===== config.mk =====
export PLATFORM = sky130hd
export DESIGN_NAME = pr_bridge_intc
export DESIGN_NICKNAME = d
export VERILOG_FILES = /design/src/rtl/pr_bridge_intc_pkg.sv /design/src/rtl/pr_intc_core.sv /design/src/rtl/pr_bridge_intc.sv
export SDC_FILE = /design/constraint.sdc
export NUM_CORES = 1
export LEC_CHECK = 0
export CAP_MARGIN = 20
export CORE_MARGIN = 2
export CORE_UTILIZATION = 36
export CTS_CLUSTER_SIZE = 24
export DETAILED_ROUTE_END_ITERATION = 8
export GPL_TIMING_DRIVEN = 0
export PLACE_DENSITY_LB_ADDON = 0.2
export RECOVER_POWER = 25
export SLEW_MARGIN = 40
export SYNTH_ARGS = -nofsm -noshare
export SYNTH_HDL_FRONTEND = slang
export SYNTH_HIERARCHICAL = 1
export SYNTH_SLANG_ARGS = --single-unit

===== constraint.sdc =====
create_clock -name clk -period 2.2 [get_ports clk]
set_input_delay 0.44 -clock clk [delete_from_list [all_inputs] [get_ports clk]]
set_output_delay 0.44 -clock clk [all_outputs]
set_load 0.05 [all_outputs]

===== src/rtl/pr_bridge_intc_pkg.sv =====
// Shared constants and helpers for the CPU-to-device bridge and its interrupt controller.
// Latency: n/a (declarations only).
// Backpressure: n/a.
package pr_bridge_intc_pkg;

  // PrAddr[31:4] match values for each 16-byte window
  localparam logic [27:0] DEV0_BASE = 28'h00007F0;
  localparam logic [27:0] DEV1_BASE = 28'h00007F1;
  localparam logic [27:0] INTC_BASE = 28'h00007F2;

  // INTC register word offsets (PrAddr[3:2])
  localparam logic [1:0] INTC_PEND = 2'd0;
  localparam logic [1:0] INTC_MASK = 2'd1;
  localparam logic [1:0] INTC_EDGE = 2'd2;
  localparam logic [1:0] INTC_ID   = 2'd3;

  // Interrupt source positions inside the six-bit source vector
  localparam int SRC_DEV0 = 0;
  localparam int SRC_DEV1 = 1;
  localparam int SRC_EXT0 = 2;
  localparam int NUM_SRC  = 6;

  // Which slave a bus address selects
  typedef enum logic [1:0] {
    TGT_NONE = 2'd0,
    TGT_DEV0 = 2'd1,
    TGT_DEV1 = 2'd2,
    TGT_INTC = 2'd3
  } tgt_e;

  // Contents of the ID register before zero extension
  typedef struct packed {
    logic       valid;
    logic [2:0] idx;
  } intc_id_t;

  // Lowest-numbered active source wins; an empty vector reports idx 0, valid 0
  function automatic intc_id_t lowest_set(input logic [NUM_SRC-1:0] v);
    intc_id_t r;
    r.valid = |v;
    r.idx   = 3'd0;
    for (int i = NUM_SRC - 1; i >= 0; i--) begin
      if (v[i]) r.idx = 3'(i);
    end
    return r;
  endfunction

endpackage


===== src/rtl/pr_intc_core.sv =====
// Interrupt controller: ext-irq synchronizer, MASK/EDGE/PEND registers, ID encoder, registered HWInt.
// Latency: dev irq -> PEND 1 cycle, -> hwint 2; ext irq -> PEND 3 cycles, -> hwint 4; register reads combinational.
// Backpressure: none; register writes complete in the cycle they are strobed.
module pr_intc_core
  import pr_bridge_intc_pkg::*;
(
  input  logic               clk,
  input  logic               rst,
  input  logic               reg_we_i,
  input  logic [1:0]         reg_waddr_i,
  input  logic [5:0]         reg_wdata_i,
  input  logic [1:0]         reg_raddr_i,
  output logic [31:0]        reg_rdata_o,
  input  logic [1:0]         dev_irq_i,
  input  logic [3:0]         ext_irq_i,
  output logic [5:0]         hwint_o
);

  logic [3:0] sync1_q, sync2_q;
  logic [5:0] src;
  logic [5:0] src_d_q;
  logic [5:0] mask_q, mask_d;
  logic [5:0] edge_q, edge_d;
  logic [5:0] pend_q, pend_d;
  logic [5:0] hwint_q, hwint_d;
  logic [5:0] w1c;
  logic [5:0] edge_chg;
  intc_id_t   id;

  // Device irqs are already in this clock domain; external ones come out of the synchronizer
  always_comb begin
    src                             = '0;
    src[SRC_DEV0]                   = dev_irq_i[0];
    src[SRC_DEV1]                   = dev_irq_i[1];
    src[SRC_EXT0 +: 4]              = sync2_q;
  end

  // Register write decode: MASK/EDGE load, PEND clear mask, and which EDGE bits flip
  always_comb begin
    mask_d   = mask_q;
    edge_d   = edge_q;
    w1c      = '0;
    edge_chg = '0;
    if (reg_we_i) begin
      case (reg_waddr_i)
        INTC_PEND: w1c = reg_wdata_i;
        INTC_MASK: mask_d = reg_wdata_i;
        INTC_EDGE: begin
          edge_d   = reg_wdata_i;
          edge_chg = edge_q ^ reg_wdata_i;
        end
        default: ;
      endcase
    end
  end

  // Pending update: a mode change flushes the bit, a fresh edge beats a same-cycle clear
  always_comb begin
    pend_d = pend_q;
    for (int i = 0; i < NUM_SRC; i++) begin
      if (edge_chg[i]) begin
        pend_d[i] = 1'b0;
      end else if (edge_q[i]) begin
        pend_d[i] = (src[i] & ~src_d_q[i]) | (pend_q[i] & ~w1c[i]);
      end else begin
        pend_d[i] = src[i];
      end
    end
  end

  // Output stage sees the mask as of the previous edge
  always_comb begin
    hwint_d = pend_q & mask_q;
  end

  // Register readback, unused bits zero
  always_comb begin
    id          = lowest_set(pend_q & mask_q);
    reg_rdata_o = '0;
    case (reg_raddr_i)
      INTC_PEND: reg_rdata_o = {26'b0, pend_q};
      INTC_MASK: reg_rdata_o = {26'b0, mask_q};
      INTC_EDGE: reg_rdata_o = {26'b0, edge_q};
      INTC_ID:   reg_rdata_o = {28'b0, id};
      default:   reg_rdata_o = '0;
    endcase
  end

  // All controller state; reset drops every pending interrupt immediately
  always_ff @(posedge clk or posedge rst) begin
    if (rst) begin
      sync1_q <= '0;
      sync2_q <= '0;
      src_d_q <= '0;
      mask_q  <= '0;
      edge_q  <= '0;
      pend_q  <= '0;
      hwint_q <= '0;
    end else begin
      sync1_q <= ext_irq_i;
      sync2_q <= sync1_q;
      src_d_q <= src;
      mask_q  <= mask_d;
      edge_q  <= edge_d;
      pend_q  <= pend_d;
      hwint_q <= hwint_d;
    end
  end

  assign hwint_o = hwint_q;

endmodule


===== src/rtl/pr_bridge_intc.sv =====
// CPU processor-bus bridge to two devices plus interrupt controller driving HWInt[7:2].
// Latency: decode, read mux and device strobes combinational (same cycle); HWInt registered.
// Backpressure: none; the CPU MEM stage has no wait state so every access completes in its cycle.
module pr_bridge_intc #(
  parameter logic [27:0] DEV0_BASE = pr_bridge_intc_pkg::DEV0_BASE,
  parameter logic [27:0] DEV1_BASE = pr_bridge_intc_pkg::DEV1_BASE,
  parameter logic [27:0] INTC_BASE = pr_bridge_intc_pkg::INTC_BASE
) (
  input  logic        clk,
  input  logic        rst,
  input  logic [31:2] PrAddr,
  input  logic [31:0] PrWD,
  input  logic [3:0]  PrBE,
  input  logic        IOWrite,
  output logic [31:0] PrRD,
  output logic [5:0]  HWInt,
  output logic [1:0]  Dev0Addr,
  output logic [31:0] Dev0WD,
  output logic [3:0]  Dev0BE,
  output logic        Dev0WE,
  input  logic [31:0] Dev0RD,
  input  logic        Dev0Irq,
  output logic [1:0]  Dev1Addr,
  output logic [31:0] Dev1WD,
  output logic [3:0]  Dev1BE,
  output logic        Dev1WE,
  input  logic [31:0] Dev1RD,
  input  logic        Dev1Irq,
  input  logic [3:0]  ExtIrq
);

  import pr_bridge_intc_pkg::*;

  tgt_e        tgt;
  logic        intc_we;
  logic [31:0] intc_rdata;

  // Same-cycle window decode; the bases are distinct so at most one target matches
  always_comb begin
    tgt = TGT_NONE;
    if (PrAddr[31:4] == DEV0_BASE) begin
      tgt = TGT_DEV0;
    end else if (PrAddr[31:4] == DEV1_BASE) begin
      tgt = TGT_DEV1;
    end else if (PrAddr[31:4] == INTC_BASE) begin
      tgt = TGT_INTC;
    end
  end

  // Device side is pure passthrough; only the write strobe is qualified by the decode
  assign Dev0Addr = PrAddr[3:2];
  assign Dev0WD   = PrWD;
  assign Dev0BE   = PrBE;
  assign Dev0WE   = IOWrite & (tgt == TGT_DEV0);
  assign Dev1Addr = PrAddr[3:2];
  assign Dev1WD   = PrWD;
  assign Dev1BE   = PrBE;
  assign Dev1WE   = IOWrite & (tgt == TGT_DEV1);

  // Partial-word writes to the controller are dropped outright
  assign intc_we = IOWrite & (tgt == TGT_INTC) & (PrBE == 4'b1111);

  // Read data back to the CPU; unmapped space reads as zero
  always_comb begin
    PrRD = '0;
    case (tgt)
      TGT_DEV0: PrRD = Dev0RD;
      TGT_DEV1: PrRD = Dev1RD;
      TGT_INTC: PrRD = intc_rdata;
      default:  PrRD = '0;
    endcase
  end

  pr_intc_core u_intc (
    .clk         (clk),
    .rst         (rst),
    .reg_we_i    (intc_we),
    .reg_waddr_i (PrAddr[3:2]),
    .reg_wdata_i (PrWD[5:0]),
    .reg_raddr_i (PrAddr[3:2]),
    .reg_rdata_o (intc_rdata),
    .dev_irq_i   ({Dev1Irq, Dev0Irq}),
    .ext_irq_i   (ExtIrq),
    .hwint_o     (HWInt)
  );

endmodule


* Word-level counts from Yosys, hierarchy flattened
Cells that the tools add are included. W data, S select, Z words.
Word-level totals: flip-flop bits (word level) 38, output and inout bits 116
Operators by class: equality and inequality tests 10, mux-type cells 27, bitwise operators 36, reduce and logical (&&, ||, !) cells 4
Operator list (count):
- $pmux W32 S4 | 1
- $pmux W32 S3 | 1
- $eq A28 B11 Y1 const B | 3
- $mux W6 | 4
- $mux W3 | 6
- $and A1 B1 Y1 | 16
- $mux W1 | 12
- $not A1 Y1 | 12
- $eq A2 B2 Y1 const B | 4
- $and A6 B6 Y6 | 1
- $mux W2 | 3
- $or A1 B1 Y1 | 6
- $reduce_or A6 Y1 | 1
- $xor A6 B6 Y6 | 1
- $eq A2 B1 Y1 const B | 2
- $eq A4 B4 Y1 const B | 1
- $reduce_and A2 Y1 | 2
- $logic_not A2 Y1 | 1

* Depth between registers and ports, before layout
depth after elaboration 13, mapped depth 11, mapped depth without buffers 7

* By module
Netlist, hierarchy kept.
Modules (own cells, without submodules):
- pr_intc_core | instances 1, cells an instance 182, area an instance 1846.8 um2
- pr_bridge_intc | instances 1, cells an instance 208, area an instance 1742.9 um2

* Worst setup path before layout
No wires, ideal clock.
kind input -> output, start in PrAddr[29] (netlist name), end out Dev0WE, arrival 2.126 ns, setup slack -0.366 ns, cell stages on the path 3, path buffers 0, cell sequence nor4_2 > nand4b_4 > nor3_1
On the way: word-level cells in the longest chain between the ends 6
RTL lines:
- start, declared | line pr_bridge_intc.sv:11 | input logic [31:2] PrAddr,
- $eq A28 B11 Y1 | line pr_bridge_intc.sv:45 | end else if (PrAddr[31:4] == INTC_BASE) begin
- $mux W2 | line pr_bridge_intc.sv:45
- $mux W2 | line pr_bridge_intc.sv:43 | end else if (PrAddr[31:4] == DEV1_BASE) begin
- $mux W2 * | line pr_bridge_intc.sv:41 | if (PrAddr[31:4] == DEV0_BASE) begin
- $eq A2 B1 Y1 * | line pr_bridge_intc.sv:54 | assign Dev0WE = IOWrite & (tgt == TGT_DEV0);
- $and A1 B1 Y1 * | line pr_bridge_intc.sv:54
- end, declared | line pr_bridge_intc.sv:20 | output logic Dev0WE,
Mark *: on every way between the ends. The rest lies on a longest branch, timed or not.

* Worst setup path in the final report
start reg u_intc.pend_q[3], end out PrRD[3]
On the way: word-level cells in the longest chain between the ends 4
RTL lines:
- start, declared | line pr_intc_core.sv:24 | logic [5:0] pend_q, pend_d;
- start signal, assigned | line pr_intc_core.sv:105 | pend_q <= pend_d;
- $and A6 B6 Y6 | line pr_intc_core.sv:78 | id = lowest_set(pend_q & mask_q);
- $reduce_or A6 Y1 | line pr_bridge_intc_pkg.sv:40 | r.valid = |v;
- $pmux W32 S4 * | line pr_intc_core.sv:80 | case (reg_raddr_i)
- named net intc_rdata[3] | line pr_bridge_intc.sv:36 | logic [31:0] intc_rdata;
- $pmux W32 S3 * | line pr_bridge_intc.sv:66 | case (tgt)
- end, declared | line pr_bridge_intc.sv:15 | output logic [31:0] PrRD,
Mark *: on every way through the listed nets, which the timed path passes. The rest lies on a longest branch. The select of a mux whose other input is x is not followed.

==> results list <==
- Counting instances, the worst hold path has a depth of 0.
- In the final layout, the multi-input gates occupy 2160 um2.
- In this run the worst hold path is classified as reg2reg.
* P&R area growth vs syn: 93.0%
* Standby leakage power: 3.51 nW
- Register-to-Register Path Depth: 3
- The run finished, with violations left.
* Global router's overall resource usage: 22.9%
- Placeable Area: 9730 um2
* FF/Latch Area: 952 um2
* Detail Route Antenna Nets: 0
* Most used DFF post-synth: dfrtp_1
- The tree built by TritonCTS fans out to 38 sinks.
- The via count of the first global-routing pass came to 3837.
- Setup violations remaining at the end of the flow were counted as 12.
- Counting flops with a built-in enable in the synthesized netlist gives 0.
- The floorplan has 36 rows.
* End point of the most critical hold path: u_intc/sync2_q[1]$_DFF_PP0_
- During placement, the flow inserted port buffers numbering 226.
- After detailed routing, the number of remaining DRC violations is 0.
- Achievable frequency: 432 MHz
* Maximum root-to-sink buffer count: 2
- After synthesis, the mean cell area works out to 9.20 um2.
* Worst rel slew slack: 56.5%
- Final Hold Vio Count: 0
* Critical path fanouts, max: 3
- Dividing the detail-routed wire length by the instance count gives 16.0 um.
- Start point of the critical path: u_intc/pend_q[3]$_DFF_PP0_
- Number of buffers added to fix hold violations after cts: 0
- Counting flops with an async set or reset pin after synthesis yields a share of 100%.
- The checks that failed: negative setup slack.
- Post-route total power: 0.00233 W
- Area of all placed cells without fillers: 6930 um2
- Commonest cells after routing, fill and taps aside: clkdlybuf4s50_1 (138), buf_4 (125), buf_6 (41)
- Post-Route Hold Slack: 0.350 ns
- Summed instance area of the synthesized netlist: 3590 um2
* Die X: 104 um
- STA classifies the critical path endpoint as a primary output.
- The final route contains 3845 vias.
- Measured on the finished design, the core utilization comes to 71.2%.
* CTS tree: built
- At the worst endpoint, the required time is 1.76 ns.
* Number of instances in the placed design: 774
* Register area share after synthesis: 26.5%
- Max-slew violation total from the final report: 0
* PwrDens: 336 nW/um2
* Hold path start: u_intc/sync1_q[1]$_DFF_PP0_
- Routed met2 length: 6940 um
* Startpoint of the most critical register-to-register path: u_intc/pend_q[3]$_DFF_PP0_
* Post-route met1 wirelength: 4780 um
- The initial antenna violation count is 1.
- Non-filler instance count after layout: 807
* Class of the most critical setup path: reg2out
- Clock latency on the worst-skew pair, taken at its later pin, is 0.29 ns.
* Effective utilization at floorplan: 36.9%
- Layout Skew: 0.00404 ns
* Die Footprint: 10800 um2
- Of the cells placed in the final design, the portion with a size suffix greater than 1 is 40.6%.
- Met3 layer wire length in the routed design: 930 um
- After detailed placement, the total cell area comes to 6300 um2.
- Cell count after synthesis: 390
* CTS clock-pin slew for the worst setup and hold paths: 0.07 ns
* Final period util: 105%
- Across all setup checks in the final design, the least slack found is -0.117 ns.
- Most frequent standard cell in the layout excluding fill and tap cells: clkdlybuf4s50_1
* Number of storage elements in the synthesis netlist: 38
* Clock root buffer master: clkbuf_8
* First-pass GRT wire length: 19900 um
- Buffers inserted during clock tree synthesis total 5.
- The first routing iteration left 191 violations.
- Via density per instance: 4.76
* Remaining global-route overflow: 0
* Top Ports: 255
* Peak VDD IR: 0.291 mV
* Distinct cell type count after synthesis: 39
- From bottom edge to top edge, the die measures 104 um.
- The first detailed-routing pass took 4 iterations.
* Routability congestion estimate: 0.895
- Layout fillers: 763
- Layout net count: 812
* Minimum clock period: 2.32 ns
- Setup repair after global routing could not meet its margin everywhere.
- In this run the critical register-to-register path is captured at u_intc/hwint_o[3]$_DFF_PP0_.
* Total wire length: 12900 um
* Yosys warnings: 6
- Largest net degree at the start of global routing: 39
* Data arrival at the endpoint of the critical path: 1.88 ns
- The worst setup path is launched from a flop.
- Top routing layer in use: met4
- Maximum level of the CTS H-tree: 2
* Slew of the pin with the lowest slew margin: 0.652 ns
- Number of max-capacitance violations reported: 0
- Detailed Place HPWL: 9760 um
* Flop-to-flop setup slack: 1.22 ns
## worst max path at each step
| stage | to | slack (ns) | depth (start not counted) |
|---|---|---|---|
| 2_1_floorplan | Dev0WE | -0.37 | 3 |
| 3_3_place_gp | PrRD[6] | -1.26 | 6 |
| 3_5_place_dp | PrRD[1] | -1.26 | 7 |
| 4_1_cts | PrRD[6] | -0.06 | 7 |
| 5_1_grt | PrRD[3] | -0.20 | 7 |
| 6_report | PrRD[3] | -0.12 | 7 |
## critical path: stages (launching register included)
cell,delay [ns]
dfrtp_1,0.41
a22oi_2,0.27
a31oi_1,0.16
a2111oi_2,0.25
nor2_1,0.09
a2bb2oi_1,0.15
nor3_1,0.06
buf_4,0.19
## kinds of logic after synthesis
kind of cell / count (synthesis) / share of synthesized area [%]
other: 1 / 0.104
AND/OR/NAND/NOR: 115 / 22.3
multiplexers: 40 / 11.4
buffers and inverters: 134 / 26.0
AO/OA/AOI/OAI: 62 / 13.7
flip-flops: 38 / 26.5
## metal layers
layer,vias up,global-route usage [%]
li1,1840,-
met1,1796,26.5
met2,186,42.9
met3,23,4.76
met4,0,5.50
met5,-,0
## cells in the mapped netlist, drive strengths merged, types with 8 or more instances
| master | number | area share [%] |
|---|---|---|
| inv | 10 | 1.0 |
| a2bb2oi | 33 | 8.1 |
| nand3 | 10 | 1.4 |
| mux2i | 34 | 9.5 |
| buf | 119 | 24 |
| nand2 | 35 | 3.7 |
| nor2 | 10 | 1.0 |
| dfrtp | 38 | 26 |
| o21ai | 8 | 1.1 |
| nor3 | 37 | 9.3 |
## report_power, final
part	internal, W	switching (W)	total, W
registers	0.000715	0.00000835	0.000723
clock network	0.000363	0.000239	0.000602
logic	0.000486	0.000520	0.00101
## area by class of cell
type,count,area share (%)
plain buffers,124,14.2
inverters,10,0.560
clock buffers,6,1.19
well taps,133,2.40
multi-input cells,244,31.1
flip-flops and latches,38,13.7
clock inverters,1,0.433
repair buffers,250,36.3
diodes,1,0.0361
## timing repair
item,4_1_cts,5_1_grt
gates resized for setup,397,28
cloned,8,0
pin swaps,49,16
setup buffers,12,6
setup endpoints to repair,76,44
## metrics by stage
stage | setup WS, ns | setup TNS (ns)
after floorplan | -0.366 | -1.77
after global placement | -1.26 | -60.10
after detailed placement | -1.26 | -60.34
after CTS | -0.0588 | -0.195
after global routing | -0.197 | -1.92
final | -0.117 | -0.460
## registers in the layout, indices dropped and copies added (netlist names)
| register | count |
|---|---|
| u_intc/mask_q | 6 |
| u_intc/src_d_q | 6 |
| u_intc/sync1_q | 4 |
| u_intc/sync2_q | 4 |
| u_intc/hwint_o | 6 |
| u_intc/edge_q | 6 |
| u_intc/pend_q | 6 |
Note: power is estimated with default switching activity, not from simulation.
